[config.mk]
export PLATFORM = sky130hd
export DESIGN_NAME = fp_preadder_pipe
export DESIGN_NICKNAME = d
export VERILOG_FILES = /design/src/rtl/fp_pkg.sv /design/src/rtl/fp_align_shift.sv /design/src/rtl/fp_preadder_pipe.sv
export SDC_FILE = /design/constraint.sdc
export NUM_CORES = 1
export LEC_CHECK = 0
export CORE_MARGIN = 4
export CORE_UTILIZATION = 45
export DETAILED_ROUTE_END_ITERATION = 8
export DONT_BUFFER_PORTS = 1
export MAX_ROUTING_LAYER = met4
export PLACE_DENSITY_LB_ADDON = 0.1
export SLEW_MARGIN = 20
export SYNTH_ARGS = -nofsm -noshare
export SYNTH_HDL_FRONTEND = slang
export SYNTH_SLANG_ARGS = --single-unit
[constraint.sdc]
create_clock -name clk -period 3.3 [get_ports clk]
set_input_delay 0.33 -clock clk [delete_from_list [all_inputs] [get_ports clk]]
set_output_delay 0.33 -clock clk [all_outputs]
set_load 0.02 [all_outputs]
[src/rtl/fp_pkg.sv]
// Shared floating-point definitions: default field widths, operand classes and
// width-generic constructors for the canonical special encodings.
package fp_pkg;

    localparam int DEF_EXP_W = 8;
    localparam int DEF_MAN_W = 23;
    localparam int DEF_GRS_W = 3;
    localparam int FP_MAX_W  = 64;

    typedef enum logic [2:0] {
        OP_ZERO   = 3'd0,
        OP_DENORM = 3'd1,
        OP_NORMAL = 3'd2,
        OP_INF    = 3'd3,
        OP_NAN    = 3'd4
    } op_class_e;

    // +INF: all-ones exponent, zero fraction, positive sign.
    function automatic logic [FP_MAX_W-1:0] fp_inf(input int exp_w, input int man_w);
        return ((64'd1 << exp_w) - 64'd1) << man_w;
    endfunction

    function automatic logic [FP_MAX_W-1:0] fp_qnan(input int exp_w, input int man_w);
        return fp_inf(exp_w, man_w) | (64'd1 << (man_w - 1));
    endfunction

    function automatic op_class_e fp_classify(input logic exp_zero, input logic exp_ones,
                                              input logic frac_zero);
        if (exp_zero) return frac_zero ? OP_ZERO : OP_DENORM;
        if (exp_ones) return frac_zero ? OP_INF : OP_NAN;
        return OP_NORMAL;
    endfunction

endpackage

[src/rtl/fp_align_shift.sv]
// Combinational right shift of a mantissa that collapses every shifted-out bit
// into the result LSB (sticky), saturating to a pure sticky bit for large shifts.
module fp_align_shift #(
    parameter int MW    = 28,
    parameter int EXP_W = 8
) (
    input  logic [MW-1:0]    man_i,
    input  logic [EXP_W-1:0] shift_i,
    output logic [MW-1:0]    man_o
);

    logic [MW-1:0] lost_mask;

    // NOTE: every signal written here gets a value on every path, so no latch is inferred.
    always_comb begin
        lost_mask = ~({MW{1'b1}} << shift_i);
        if (32'(shift_i) >= 32'(MW - 1)) begin
            man_o = {{(MW-1){1'b0}}, |man_i};
        end else begin
            man_o = (man_i >> shift_i) | {{(MW-1){1'b0}}, |(man_i & lost_mask)};
        end
    end

endmodule

[src/rtl/fp_preadder_pipe.sv]
// Two-stage FP pre-adder: stage 1 classifies, orders and resolves specials,
// stage 2 aligns the smaller mantissa; valid/ready handshake carries a tag.
module fp_preadder_pipe
    import fp_pkg::*;
#(
    parameter int EXP_W = DEF_EXP_W,
    parameter int MAN_W = DEF_MAN_W,
    parameter int GRS_W = DEF_GRS_W,
    parameter int TAG_W = 4,
    localparam int FP_W = 1 + EXP_W + MAN_W,
    localparam int MW   = MAN_W + GRS_W + 2
) (
    input  logic             clk,
    input  logic             reset,
    input  logic             in_valid,
    output logic             in_ready,
    input  logic [FP_W-1:0]  number_A,
    input  logic [FP_W-1:0]  number_B,
    input  logic             op_sub,
    input  logic [TAG_W-1:0] in_tag,
    output logic             out_valid,
    input  logic             out_ready,
    output logic             sign_great,
    output logic             eff_sub,
    output logic [EXP_W-1:0] exp,
    output logic [MW-1:0]    mantis_great,
    output logic [MW-1:0]    mantis_small,
    output logic [FP_W-1:0]  special_result,
    output logic             special_case,
    output logic [TAG_W-1:0] out_tag
);

    localparam logic [FP_W-1:0]  QNAN    = FP_W'(fp_qnan(EXP_W, MAN_W));
    localparam logic [FP_W-1:0]  INF     = FP_W'(fp_inf(EXP_W, MAN_W));
    localparam logic [EXP_W-1:0] EXP_ONE = EXP_W'(1);

    typedef struct packed {
        logic             sign_great;
        logic             eff_sub;
        logic [EXP_W-1:0] exp_great;
        logic [MAN_W:0]   man_great;
        logic [MAN_W:0]   man_small;
        logic [EXP_W-1:0] shift;
        logic             special_case;
        logic [FP_W-1:0]  special_result;
        logic [TAG_W-1:0] tag;
    } s1_t;

    typedef struct packed {
        logic             sign_great;
        logic             eff_sub;
        logic [EXP_W-1:0] exp;
        logic [MW-1:0]    mantis_great;
        logic [MW-1:0]    mantis_small;
        logic             special_case;
        logic [FP_W-1:0]  special_result;
        logic [TAG_W-1:0] tag;
    } s2_t;

    logic             sign_a, sign_b;
    logic [EXP_W-1:0] exp_a, exp_b, eexp_a, eexp_b;
    logic [MAN_W-1:0] frac_a, frac_b;
    logic             hid_a, hid_b, a_great;
    op_class_e        cls_a, cls_b;

    logic s1_valid_q, s2_valid_q, s2_ready;
    s1_t  s1_d, s1_q;
    s2_t  s2_d, s2_q;
    logic [MW-1:0] man_small_ext, man_small_aligned;

    assign {sign_a, exp_a, frac_a} = number_A;
    assign sign_b          = number_B[FP_W-1] ^ op_sub;
    assign {exp_b, frac_b} = number_B[FP_W-2:0];

    assign cls_a  = fp_classify(exp_a == '0, &exp_a, frac_a == '0);
    assign cls_b  = fp_classify(exp_b == '0, &exp_b, frac_b == '0);
    assign hid_a  = (cls_a == OP_NORMAL);
    assign hid_b  = (cls_b == OP_NORMAL);
    assign eexp_a = (exp_a == '0) ? EXP_ONE : exp_a;
    assign eexp_b = (exp_b == '0) ? EXP_ONE : exp_b;
    // Raw fields order correctly even across the denormal/normal boundary.
    assign a_great = {exp_a, frac_a} >= {exp_b, frac_b};

    always_comb begin
        s1_d         = '0;
        s1_d.eff_sub = sign_a ^ sign_b;
        s1_d.tag     = in_tag;
        if (a_great) begin
            s1_d.sign_great = sign_a;
            s1_d.exp_great  = eexp_a;
            s1_d.man_great  = {hid_a, frac_a};
            s1_d.man_small  = {hid_b, frac_b};
            s1_d.shift      = eexp_a - eexp_b;
        end else begin
            s1_d.sign_great = sign_b;
            s1_d.exp_great  = eexp_b;
            s1_d.man_great  = {hid_b, frac_b};
            s1_d.man_small  = {hid_a, frac_a};
            s1_d.shift      = eexp_b - eexp_a;
        end
        s1_d.special_case = 1'b1;
        if (cls_a == OP_NAN || cls_b == OP_NAN) begin
            s1_d.special_result = QNAN;
        end else if (cls_a == OP_INF && cls_b == OP_INF && s1_d.eff_sub) begin
            s1_d.special_result = QNAN;
        end else if (cls_a == OP_INF) begin
            s1_d.special_result = INF | {sign_a, {(FP_W-1){1'b0}}};
        end else if (cls_b == OP_INF) begin
            s1_d.special_result = INF | {sign_b, {(FP_W-1){1'b0}}};
        end else if (cls_a == OP_ZERO && cls_b == OP_ZERO) begin
            s1_d.special_result = {sign_a & sign_b, {(FP_W-1){1'b0}}};
        end else begin
            s1_d.special_case = 1'b0;
        end
    end

    assign s2_ready = !s2_valid_q || out_ready;
    assign in_ready = !s1_valid_q || s2_ready;

    // NOTE: data registers are reset too, so every output reads 0 straight out of reset.
    always_ff @(posedge clk) begin
        if (reset) begin
            s1_valid_q <= 1'b0;
            s1_q       <= '0;
        end else if (in_ready) begin
            s1_valid_q <= in_valid;
            if (in_valid) s1_q <= s1_d;
        end
    end

    assign man_small_ext = {1'b0, s1_q.man_small, {GRS_W{1'b0}}};

    fp_align_shift #(.MW(MW), .EXP_W(EXP_W)) u_align (
        .man_i   (man_small_ext),
        .shift_i (s1_q.shift),
        .man_o   (man_small_aligned)
    );

    always_comb begin
        s2_d                = '0;
        s2_d.sign_great     = s1_q.sign_great;
        s2_d.eff_sub        = s1_q.eff_sub;
        s2_d.exp            = s1_q.exp_great;
        s2_d.mantis_great   = {1'b0, s1_q.man_great, {GRS_W{1'b0}}};
        s2_d.mantis_small   = man_small_aligned;
        s2_d.special_case   = s1_q.special_case;
        s2_d.special_result = s1_q.special_result;
        s2_d.tag            = s1_q.tag;
    end

    always_ff @(posedge clk) begin
        if (reset) begin
            s2_valid_q <= 1'b0;
            s2_q       <= '0;
        end else if (s2_ready) begin
            s2_valid_q <= s1_valid_q;
            if (s1_valid_q) s2_q <= s2_d;
        end
    end

    assign out_valid      = s2_valid_q;
    assign sign_great     = s2_q.sign_great;
    assign eff_sub        = s2_q.eff_sub;
    assign exp            = s2_q.exp;
    assign mantis_great   = s2_q.mantis_great;
    assign mantis_small   = s2_q.mantis_small;
    assign special_result = s2_q.special_result;
    assign special_case   = s2_q.special_case;
    assign out_tag        = s2_q.tag;

endmodule

## After elaboration in Yosys (flattened, before gate mapping)

Index checks and enable logic that the tools add are counted.

| storage, ports and cells | value |
|---|---|
| output and inout bits | 105 |
| bits in registers | 204 |
| bits of input ports | 73 |

| operators by class | value |
|---|---|
| add/sub/neg operators | 2 |
| eq/ne operators | 6 |
| bitwise operators | 6 |
| mux-type cells | 33 |
| shifts and indexed selects | 2 |
| reductions and logical operators | 20 |
| magnitude comparators | 2 |

Operators with widths:

| operator | count |
|---|---|
| 2-to-1 mux 32 bit | 5 |
| 2-to-1 mux 64 bit | 1 |
| zero test 23 bit | 2 |
| >= comparator 31 bit | 1 |
| 2-to-1 mux 3 bit | 10 |
| bitwise AND 27 x 28 -> 28 bit | 1 |
| 2-to-1 mux 28 bit | 1 |
| inverter 28 bit | 1 |
| bitwise OR 28 x 1 -> 28 bit | 1 |
| OR reduction 28 bit | 1 |
| << shifter 28 x 8 -> 28 bit (first input constant) | 1 |
| >> shifter 27 x 8 -> 28 bit | 1 |
| OR reduction 24 bit | 1 |
| zero test 8 bit | 2 |
| 2-to-1 mux 8 bit | 2 |
| AND reduction 8 bit | 2 |
| subtractor 8 bit | 2 |
| 2-to-1 mux 1 bit | 14 |
| equality test 3 x 2 -> 1 bit (second input constant) | 4 |
| >= comparator 8 x 5 -> 1 bit (second input constant) | 1 |
| equality test 3 bit (second input constant) | 2 |
| zero test 3 bit | 2 |
| AND reduction 2 bit | 2 |
| logical AND 1 bit | 3 |
| 4 further kinds | 8 |

## Longest topological paths before layout

Gate-level depths: netlist of the first run.

| depth | value |
|---|---|
| word-level depth | 13 |
| mapped depth | 14 |

## Modules after synthesis

A second synthesis of the first run with hierarchy kept.

| unflattened totals | value |
|---|---|
| cells, all modules | 1,216 |
| area total of the unflattened synthesis | 9,660.5 um2 |

Modules (own cells, without submodules):

| module | area an instance (um2) | instances | cells each |
|---|---|---|---|
| fp_preadder_pipe | 7,626.1 | 1 | 934 |
| fp_align_shift | 2,034.5 | 1 | 282 |

## Worst setup path after synthesis of the first run

OpenSTA, ideal clock, no wires.

| path | value |
|---|---|
| path type | input port to flip-flop |
| from | input port number_A[27] |
| to | register s1_q[43] in the netlist's numbering |
| setup slack | 0.777 ns |
| buffers on the path | 0 |
| setup time | 0.133 ns |
| stages on the path | 12 |
| required time | 3.167 ns |
| data arrival time | 2.390 ns |
| cell sequence | or4_1 > nor2_1 > nor2_1 > ha_1 > fa_1 > nor2b_1 > o21ai_0 > nand2b_1 > a21oi_1 > nor3b_1 > or3_1 > o211ai_1 |

| between the ends | value |
|---|---|
| word-level cells in the longest chain between the ends | 4 |
| elaborated cells between the ends (all ways) | 6 |
| those cells by class | add/sub: 2; order compare: 1; mux: 2; reduce/logical: 1 |

Ends and longest elaborated chain:

| element | RTL line | RTL |
|---|---|---|
| from (decl) | fp_preadder_pipe.sv:17 | `input logic [FP_W-1:0] number_A,` |
| zero test 8 bit | fp_preadder_pipe.sv:79 | `assign eexp_a = (exp_a == '0) ? EXP_ONE : exp_a;` |
| 2-to-1 mux 8 bit | fp_preadder_pipe.sv:79 |  |
| subtractor 8 bit, on equally long branches | fp_preadder_pipe.sv:99, fp_preadder_pipe.sv:93 |  |
| 2-to-1 mux 64 bit (*) | fp_preadder_pipe.sv:88 | `if (a_great) begin` |
| to (signal assigned) | fp_preadder_pipe.sv:124 | `s1_q <= '0;` |
| to (signal assigned) | fp_preadder_pipe.sv:127 | `if (in_valid) s1_q <= s1_d;` |
| to (decl) | fp_preadder_pipe.sv:67 | `s1_t s1_d, s1_q;` |

Mark *: on every way between the ends. The rest lies on a longest branch, timed or not.
A chain may end at the register's enable or synchronous reset.

## Final worst setup path of the first run

| path | value |
|---|---|
| from | register s1_q[38] in the netlist's numbering |
| to | register s2_q, in the netlist mantis_small[0] |

| between the ends | value |
|---|---|
| word-level cells in the longest chain between the ends | 6 |
| elaborated cells between the ends (all ways) | 8 |
| those cells by class | order compare: 1; shift: 2; mux: 1; bitwise: 3; reduce/logical: 1 |

Ends and longest elaborated chain:

| element | RTL line | RTL |
|---|---|---|
| << shifter 28 x 8 -> 28 bit | fp_align_shift.sv:16 | `lost_mask = ~({MW{1'b1}} << shift_i);` |
| inverter 28 bit | fp_align_shift.sv:16 |  |
| bitwise AND 27 x 28 -> 28 bit | fp_align_shift.sv:20 | `man_o = (man_i >> shift_i) \| {{(MW-1){1'b0}}, \|(man_i & lost_mask)};` |
| OR reduction 28 bit | fp_align_shift.sv:20 |  |
| bitwise OR 28 x 1 -> 28 bit | fp_align_shift.sv:20 |  |
| 2-to-1 mux 28 bit (*) | fp_align_shift.sv:17 | `if (32'(shift_i) >= 32'(MW - 1)) begin` |
| to (signal assigned) | fp_preadder_pipe.sv:154 | `s2_q <= '0;` |
| to (signal assigned) | fp_preadder_pipe.sv:157 | `if (s1_valid_q) s2_q <= s2_d;` |
| to (decl) | fp_preadder_pipe.sv:68 | `s2_t s2_d, s2_q;` |

Marks and branches as above.

==> results.sh, run 1 <==
export IMPL_critical_path_class="flop to flop"
export IMPL_hold_path_startpoint="in_valid"
export IMPL_ant_nets=0
export IMPL_grt_usage_pct=25.6
export IMPL_dpl_cell_area_sq_um=9010
export IMPL_setup_violations=0
export IMPL_synth_edf_count=0
export IMPL_antenna_found_initial=0
export IMPL_cp_end_kind="flop"
export IMPL_routabilityCongestion=0.925
export IMPL_hp_class="primary input to flop"
export IMPL_final_cell_area_sq_um=9640
export IMPL_route_met3_wl_um=2440
export IMPL_nets=1245
export IMPL_cts_buffer_depth=2
export IMPL_place_ws_ns=0.389
export IMPL_port_buffers=0
export IMPL_cts_sinks=145
export IMPL_syn_to_final_growth_pct=6.61
export IMPL_die_h_um=150
export IMPL_yosys_cell_count_top_type="nand2_1"
export IMPL_synth_main_ff_cell="dfxtp_1"
export IMPL_post_cts_resized=0
export IMPL_yosysTopAreaCell="dfxtp_1"
export IMPL_core_area_sq_um=19600
export IMPL_cp_start_kind="flop"
export IMPL_crit_arrival_ns=3.07
export IMPL_leakagePower_nw=3.81
export IMPL_p_per_area_nw_per_um2=525
export IMPL_via_per_inst=5.86
export IMPL_routed_top_layer="met4"
export IMPL_dp_cells=1368
export IMPL_seq_area_frac_synth_pct=32.1
export IMPL_synthTopCellsByCount="nand2_1, dfxtp_1, nor2_1"
export IMPL_max_cap_violations=0
export IMPL_async_flop_share_pct=0
export IMPL_synth_cell_area_sq_um=9040
export IMPL_grt_pass1_vias=7443
export IMPL_cts_tree="done"
export IMPL_die_x_um=150
export IMPL_finalHoldViolations=0
export IMPL_ios=178
export IMPL_root_buffer="clkbuf_16"
export IMPL_yosys_cell_types_count=64
export IMPL_clock_latency_ns=0.43
export IMPL_cts_max_level=4
export IMPL_period_needed_ns=2.75
export IMPL_drt_iter0_drc=919
export IMPL_rows=51
export IMPL_num_vias=8209
export IMPL_skew_ns=0.0105
export IMPL_numCtsBuffers=17
export IMPL_timing_final_crit_share_pct=83.4
export IMPL_ys_top_cells_by_area="dfxtp_1, nand2_1, ha_1"
export IMPL_worstPathMaxFanout=24
export IMPL_m1WireLength_um=13100
export IMPL_ir_worst_vdd_v=0.000304
export IMPL_fin_ws_ns=0.547
export IMPL_hpwl_um=20300
export IMPL_path_clk_slew_ns=0.07
export IMPL_cts_setup_buffers=0
export IMPL_cp_required_ns=3.61
export IMPL_yosys_warnings=0
export IMPL_die_area_sq_um=22400
export IMPL_overflow=0
export IMPL_ys_ff_latch=145
export IMPL_relSlewSlack_pct=34.3
export IMPL_met2_length_um=12100
export IMPL_tns_ns=0
export IMPL_startpoint="s1_q[38]"
export IMPL_grt_pass1_wl_um=43900
export IMPL_drc=0
export IMPL_avgSynthCellArea_sq_um=7.59
export IMPL_synth_top_area_share_pct=32.1
export IMPL_synthCells=1192
export IMPL_drive_above_1_share_pct=7.92
export IMPL_grt_max_degree=143
export IMPL_diodes=0
export IMPL_rsz0062_at_grt="no"
export IMPL_worst_pin_slew_ns=0.984
export IMPL_wl_per_cell_um=20.2
export IMPL_dr_pass1_iters=5
export IMPL_fmax_mhz=363
export IMPL_initial_core_util_pct=46.2
export IMPL_slew_viol_final=0
export IMPL_cts_hold_buf=2
export IMPL_reg2reg_from="s1_q[38]"
export IMPL_status="finished, final reports clean"
export IMPL_totalWireLength_um=28300
export IMPL_layoutNonFillerInstCount=1402
==> cell type report <==
type                            instances  area (sq um)
Clock buffer                           18           439
Clock inverter                         14           160
Fill cell                            2020          9950
Inverter                               53           199
Multi-Input combinational cell        887          5390
Sequential cell                       145          2900
Tap cell                              265           332
Timing Repair Buffer                   20           223
==> cell families after synthesis <==
family / synth area share, %
xor+xnor: 0.581
compound gates: 19.7
buf+inv: 9.70
fa+ha+maj: 6.92
flops: 32.1
other cells: 0.0415
simple gates: 23.5
mux: 7.50
==> per-layer routing <==
layer  track usage [%]  up-vias
met1              36.8     3836
met4              7.91        0
met5                 -        -
met2              35.6      335
li1                  -     3994
met3              6.03       44
==> report_power, final <==
part	leakage [nW]	total (mW)	internal [mW]	switching [mW]
Clock	0.293	1.99	1.10	0.889
Sequential	1.19	2.03	1.86	0.175
Combinational	2.33	1.04	0.406	0.637
==> per-stage QoR <==
step / power, mW / util (%) / hold slack (ns)
3_3_place_gp: 3.07 / 45.9 / 0.414
6_report: 5.06 / 49.2 / 0.0245
2_1_floorplan: 2.86 / - / 0.432
5_1_grt: 5.32 / 49.2 / 0.0217
3_5_place_dp: 3.07 / 46.0 / 0.417
4_1_cts: 5.09 / 49.2 / 0.0148
==> critical path, stage by stage, from the launching register on <==
cell      delay [ns]
dfxtp_1         0.96
buf_4           0.29
mux4_2          0.35
mux2i_1         0.23
nor2_1          0.06
a22oi_1         0.19
nor2_1          0.05
a21oi_1         0.16
o2111a_1        0.26
o31ai_1         0.09
==> flip-flops by register name (all words and copies together) (netlist names) <==
signal	cells
special_result	3
out_valid	1
special_case	1
sign_great	1
mantis_great	24
s1_valid_q	1
mantis_small	27
s1_q	50
man_small_ext	24
eff_sub	1
exp	8
out_tag	4
==> layout by cell type (no fill, tap or decap), types with 16 or more instances in the layout <==
| master | count |
|---|---|
| a21oi_1 | 81 |
| a311oi_1 | 55 |
| o21ai_0 | 24 |
| a22oi_1 | 21 |
| conb_1 | 27 |
| nand4_1 | 18 |
| clkbuf_16 | 17 |
| nor4_1 | 16 |
| ha_1 | 46 |
| inv_1 | 53 |
| nor2_1 | 129 |
| nand2_1 | 268 |
| mux2i_1 | 22 |
| a211oi_1 | 17 |
| dfxtp_1 | 144 |
==> path summary, 6_finish.rpt <==
kind                       to  slack, ns  cells past startpoint
max reg2reg   mantis_small[0]       0.55                      9
min                s1_valid_q       0.02                      2
min reg2reg  mantis_great[10]       0.45                      2
max           mantis_small[0]       0.55                      9
Note: power is estimated with default switching activity, not from simulation.
==> run 2, diff against run 1 <==
==> constraint.sdc (replaced) <==
create_clock -name clk -period 2.5 [get_ports clk]
set_input_delay 0.25 -clock clk [delete_from_list [all_inputs] [get_ports clk]]
set_output_delay 0.25 -clock clk [all_outputs]
set_load 0.02 [all_outputs]
==> run 2 against run 1 <==
Design area is 12% higher. Combinational power is 58% higher. Critical path type is now primary input to flop. Sequential share of layout area is 3.3 points lower. Non-clock buffer count is 124 higher. Via count is 6.6% higher. Count of clock-buffer cells in the layout is 1 lower. Worst hold slack worse by 0.011 ns.
==> results.sh, run 2 (synthesis gave the netlist of run 1 again) <==
export IMPL_dp_cells=1412
export IMPL_cp_start_kind="primary input"
export IMPL_numCtsBuffers=17
export IMPL_skew_ns=0.0112
export IMPL_fmax_mhz=419
export IMPL_grtUsageMet1_pct=37.7
export IMPL_top_usage_layer="met2"
export IMPL_pwr_share_comb_pct=23.6
export IMPL_grt_max_degree=122
export IMPL_swShare_pct=33.9
export IMPL_initial_core_util_pct=46.2
export IMPL_grt_pass1_vias=8220
export IMPL_max_cap_violations=0
export IMPL_drc=0
export IMPL_hpwl_um=21200
export IMPL_largest_reg_flops=50
export IMPL_finalHoldViolations=0
export IMPL_drt_iter0_drc=665
export IMPL_tns_ns=0
export IMPL_worstPathMaxFanout=38
export IMPL_regMostFlops="s1_q"
export IMPL_path_clk_slew_ns=0.07
export IMPL_p_int_mw=4.58
export IMPL_die_area_sq_um=22400
export IMPL_hp_class="primary input to flop"
export IMPL_ios=178
export IMPL_cts_tree="done"
export IMPL_power_switching_mw=2.36
export IMPL_ir_worst_vdd_v=0.000455
export IMPL_port_buffers=0
export IMPL_num_vias=8749
export IMPL_grtUsageMet2_pct=40.6
export IMPL_syn_to_final_growth_pct=19.9
export IMPL_wl_per_cell_um=20.0
export IMPL_die_h_um=150
export IMPL_totalWireLength_um=30500
export IMPL_slew_viol_final=0
export IMPL_finalPower_mw=6.94
export IMPL_die_x_um=150
export IMPL_p_clk_share_pct=38.3
export IMPL_setup_violations=0
export IMPL_cp_end_kind="flop"
export IMPL_rsz0062_at_grt="no"
export IMPL_grt_pass1_wl_um=47300
export IMPL_final_cell_mix="nand2_1, dfxtp_1, nor2_1"
export IMPL_clock_latency_ns=0.43
export IMPL_p_per_area_nw_per_um2=640
export IMPL_critical_path_class="primary input to flop"
export IMPL_root_buffer="clkbuf_16"
export IMPL_seq_power_share_pct=38.1
export IMPL_dr_pass1_iters=5
export IMPL_relSlewSlack_pct=25.3
export IMPL_cts_max_level=4
export IMPL_grt_usage_pct=27.6
export IMPL_drive_above_1_share_pct=10.9
export IMPL_use_met3_pct=6.63
export IMPL_period_needed_ns=2.39
export IMPL_cp_required_ns=2.81
export IMPL_ant_nets=0
export IMPL_via_per_inst=5.73
export IMPL_rows=51
export IMPL_timing_final_crit_share_pct=95.5
export IMPL_antenna_found_initial=1
export IMPL_worst_pin_slew_ns=1.11
export IMPL_cts_sinks=145
export IMPL_crit_arrival_ns=2.70
export IMPL_cts_buffer_depth=2
export IMPL_fillCellCount=1917
export IMPL_overflow=0
export IMPL_layout_commonest_cell="nand2_1"
export IMPL_layoutNonFillerInstCount=1527
export IMPL_leakagePower_nw=4.43
export IMPL_nets=1369
export IMPL_routabilityCongestion=0.962
export IMPL_whs_ns=0.0139
export IMPL_core_area_sq_um=19600
export IMPL_status="finished, final reports clean"
run 2: changes by cell type in the layout (fill, tap and decap cells not counted), sizes merged:
cell	previous run	this run
buf	19	63
clkbuf	18	17
clkinv	3	5
clkinvlp	1	2
diode	0	1
dlygate4sd3	1	81
inv	62	60
run 2: what timing repair did:
action / CTS / global route
buffers inserted: 0 / 0
hold buffers: 82 / 0
resized for setup: 0 / 5
setup endpoints to repair: 0 / 5
hold endpoints to repair: 143 / 0
run 2: path summary, 6_finish.rpt:
check	endpoint	startpoint	depth (start not counted)	slack, ns
max reg2reg	mantis_small[0]	s1_q[37]	10	0.18
min	s1_q[99]	number_A[29]	2	0.01
min reg2reg	special_result[30]	s1_q[34]	2	0.45
max	man_small_ext[11]	number_B[13]	11	0.11
run 2: power by group through the flow:
stage / Clock (mW) / Combinational (mW) / Sequential (mW)
2_1_floorplan: 0 / 1.15 / 2.63
3_3_place_gp: 0 / 1.46 / 2.69
3_5_place_dp: 0 / 1.47 / 2.70
4_1_cts: 2.70 / 1.62 / 2.64
5_1_grt: 2.80 / 1.80 / 2.66
6_report: 2.66 / 1.64 / 2.64
run 2: critical path, cell delays in order:
cell       delay, ns
inv_1           0.02
ha_1            0.31
nand4_1         0.18
nor2_1          0.19
o31ai_1         0.15
a2111oi_2       0.47
or2_2           0.27
buf_4           0.18
buf_12          0.21
nand2_1         0.09
a311oi_2        0.36
run 2: cell type report:
type | instances | area, sq um | area share, %
multi-input cells | 887 | 5400 | 49.7
repair buffers | 144 | 1400 | 12.9
clock buffers | 17 | 425 | 3.92
well taps | 265 | 332 | 3.06
inverters | 53 | 199 | 1.83
clock inverters | 15 | 190 | 1.75
flip-flops and latches | 145 | 2900 | 26.8
diodes | 1 | 2.50 | 0.0231
run 2: metal layers:
metal / vias to the layer above / share of wire, %
li1: 4251 / -
met4: 0 / 2.7
met3: 56 / 8.8
met1: 4085 / 45
met5: - / 0
met2: 357 / 44
run 2: metrics by stage:
stage / util [%] / instance area (sq um) / setup WS, ns
floorplan: - / 9140 / 0.0572
global placement: 47.8 / 9370 / -0.214
detailed placement: 47.9 / 9370 / -0.300
CTS: 55.3 / 10800 / 0.129
global route: 55.4 / 10800 / 0.0275
finish: 55.4 / 10800 / 0.113
==> run 3, diff against run 2 <==
--- a/config.mk
+++ b/config.mk
@@ -5,6 +5,7 @@
 export SDC_FILE = /design/constraint.sdc
 export NUM_CORES = 1
 export LEC_CHECK = 0
+export CORE_ASPECT_RATIO = 1.2
 export CORE_MARGIN = 4
 export CORE_UTILIZATION = 45
 export DETAILED_ROUTE_END_ITERATION = 8
==> run 3 against run 2 <==
The flow now finishes with violations (setup timing). Count of clock-buffer cells in the layout grew 1. Sequential share of layout area is essentially flat. Highest routed layer unchanged. Non-clock buffer count shrank 2. Die area is essentially flat. Global-route usage grew 1.3 points. Wire length grew 4.2%. Critical path depth grew 2. Setup slack lost 0.13 ns. Critical path type unchanged. Cell count shrank 0.46%. Largest cell class unchanged.
==> results.sh, run 3 (synthesis gave the netlist of run 1 again) <==
export IMPL_initial_core_util_pct=45.9
export IMPL_path_buf_inv=5
export IMPL_die_x_um=137
export IMPL_grt_pass1_wl_um=48900
export IMPL_critPathMostFrequentCell="buf_4"
export IMPL_critical_path_slowest_cell="dlygate4sd3_1"
export IMPL_cts_max_level=4
export IMPL_regMostFlops="s1_q"
export IMPL_hold_path_startpoint="number_A[20]"
export IMPL_dp_cells=1407
export IMPL_crit_arrival_ns=2.88
export IMPL_fmax_mhz=398
export IMPL_overflow=0
export IMPL_wl_per_cell_um=20.9
export IMPL_max_cap_violations=0
export IMPL_skew_ns=0.0147
export IMPL_cts_sinks=145
export IMPL_critical_path_class="primary input to flop"
export IMPL_hpwl_um=22400
export IMPL_finalHoldViolations=0
export IMPL_via_per_inst=5.79
export IMPL_slew_viol_final=0
export IMPL_cp_endpoint="s1_q[99]"
export IMPL_timing_final_crit_share_pct=101
export IMPL_cp_required_ns=2.87
export IMPL_path_clk_slew_ns=0.07
export IMPL_final_cell_mix="nand2_1, dfxtp_1, nor2_1"
export IMPL_diodes=0
export IMPL_drive_above_1_share_pct=10.8
export IMPL_ios=178
export IMPL_seq_area_sq_um=2900
export IMPL_reg2reg_slack_ns=0.13
export IMPL_largest_reg_flops=50
export IMPL_cp_top_family="buffers and inverters"
export IMPL_tns_ns=-0.0134
export IMPL_cts_buffer_depth=2
export IMPL_rows=56
export IMPL_hp_class="primary input to flop"
export IMPL_grt_pass1_vias=8548
export IMPL_path_cells="inv_1 -> ha_1 -> a21oi_1 -> o21ai_1 -> a221oi_1 -> a2111oi_2 -> buf_4 -> nor2_4 -> buf_12 -> buf_4 -> nand2_1 -> a311oi_1 -> dlygate4sd3_1"
export IMPL_nets=1367
export IMPL_antenna_found_initial=0
export IMPL_cp_start_kind="primary input"
export IMPL_cp_slowest_stage_delay_ns=0.59
export IMPL_reg2reg_to="s1_q[99]"
export IMPL_cts_tree="done"
export IMPL_root_buffer="clkbuf_16"
export IMPL_layoutNonFillerInstCount=1520
export IMPL_die_area_sq_um=22400
export IMPL_rsz0062_at_grt="yes"
export IMPL_startpoint="number_B[10]"
export IMPL_drt_iter0_drc=552
export IMPL_dr_pass1_iters=5
export IMPL_num_vias=8796
export IMPL_worstPathMaxFanout=7
export IMPL_violations="setup timing"
export IMPL_p_per_area_nw_per_um2=644
export IMPL_period_needed_ns=2.51
export IMPL_relSlewSlack_pct=52.1
export IMPL_layout_commonest_cell="nand2_1"
export IMPL_routabilityCongestion=0.926
export IMPL_drc=0
export IMPL_die_h_um=163
export IMPL_fillCellCount=1902
export IMPL_clock_latency_ns=0.43
export IMPL_ff2ff_path_depth=6
export IMPL_numCtsBuffers=17
export IMPL_reg2reg_from="out_valid"
export IMPL_cp_end_kind="flop"
export IMPL_totalWireLength_um=31800
export IMPL_worst_path_stages=13
export IMPL_grt_max_degree=123
export IMPL_grt_usage_pct=29.0
export IMPL_status="complete, but fails checks"
export IMPL_syn_to_final_growth_pct=19.8
export IMPL_multi_input_area_sq_um=5400
export IMPL_port_buffers=0
export IMPL_ant_nets=0
export IMPL_core_area_sq_um=19700
export IMPL_worst_pin_slew_ns=0.710
export IMPL_leakagePower_nw=4.42
export IMPL_setup_violations=1
export IMPL_ir_worst_vdd_v=0.000454
export IMPL_fin_ws_ns=-0.0134
## run 3: cell types whose count changed in the layout (fill, tap and decap cells not counted), moves of 2 or more
cell	previous run	this run
dlygate4sd3_1	81	79
buf_6	2	0
clkinv_8	4	0
buf_12	7	10
## run 3: worst min-delay path by stage
stage	end	slack, ns	cells past startpoint
finish	man_small_ext[23]	0.02	2
global route	s1_q[71]	0.01	2
CTS	man_small_ext[23]	0.002	2
detailed placement	mantis_great[22]	0.33	1
global placement	special_result[30]	0.33	1
floorplan	s1_valid_q	0.37	2
## run 3: cell type report
type / count / area share [%]
clock inverter: 14 / 1.58
clock buffer: 18 / 3.96
sequential: 145 / 26.8
inverter: 53 / 1.84
timing repair buffer: 142 / 13.0
multi-input combinational: 887 / 49.8
tap: 261 / 3.01
## run 3: timing repair
item | CTS | global route
setup endpoints to repair | 0 | 22
hold buffers | 80 | 0
setup buffers | 0 | 1
hold endpoints to repair | 143 | 0
gates resized for setup | 0 | 4
## run 3: worst reg2reg max path: stages, from the launching register on
cell and delay, ns:
dfxtp_1 0.45, nor2b_2 0.37, nand2_1 0.16, and2_4 0.26, buf_12 0.21, a311oi_1 0.26, dlygate4sd3_1 0.59
## run 3: layer usage
metal  share of wire, %  global-route usage, %  vias to the layer above
li1                   -                      -                     4237
met1                 42                   35.8                     4131
met2                 47                   45.2                      340
met3                6.3                   5.73                       88
met4                4.8                   13.7                        0
met5                  0                      -                        -
## run 3: report_power, final
| group | internal, mW | switching, mW | total, mW |
|---|---|---|---|
| Sequential | 2.45 | 0.197 | 2.65 |
| Combinational | 0.697 | 0.963 | 1.66 |
| Clock | 1.51 | 1.16 | 2.67 |
| Total | 4.66 | 2.32 | 6.98 |
## run 3: metrics by stage
step / total power, mW / hold slack (ns) / area, sq um / setup slack (ns) / utilization, %
6_report: 6.98 / 0.0152 / 10800 / -0.0134 / 55.0
5_1_grt: 7.30 / 0.0143 / 10800 / -0.153 / 55.0
4_1_cts: 6.99 / 0.00172 / 10800 / 0.0271 / 54.9
3_5_place_dp: 4.19 / 0.332 / 9390 / -0.169 / 47.7
2_1_floorplan: 3.78 / 0.367 / 9140 / 0.0572 / -
3_3_place_gp: 4.18 / 0.330 / 9390 / -0.131 / 47.7
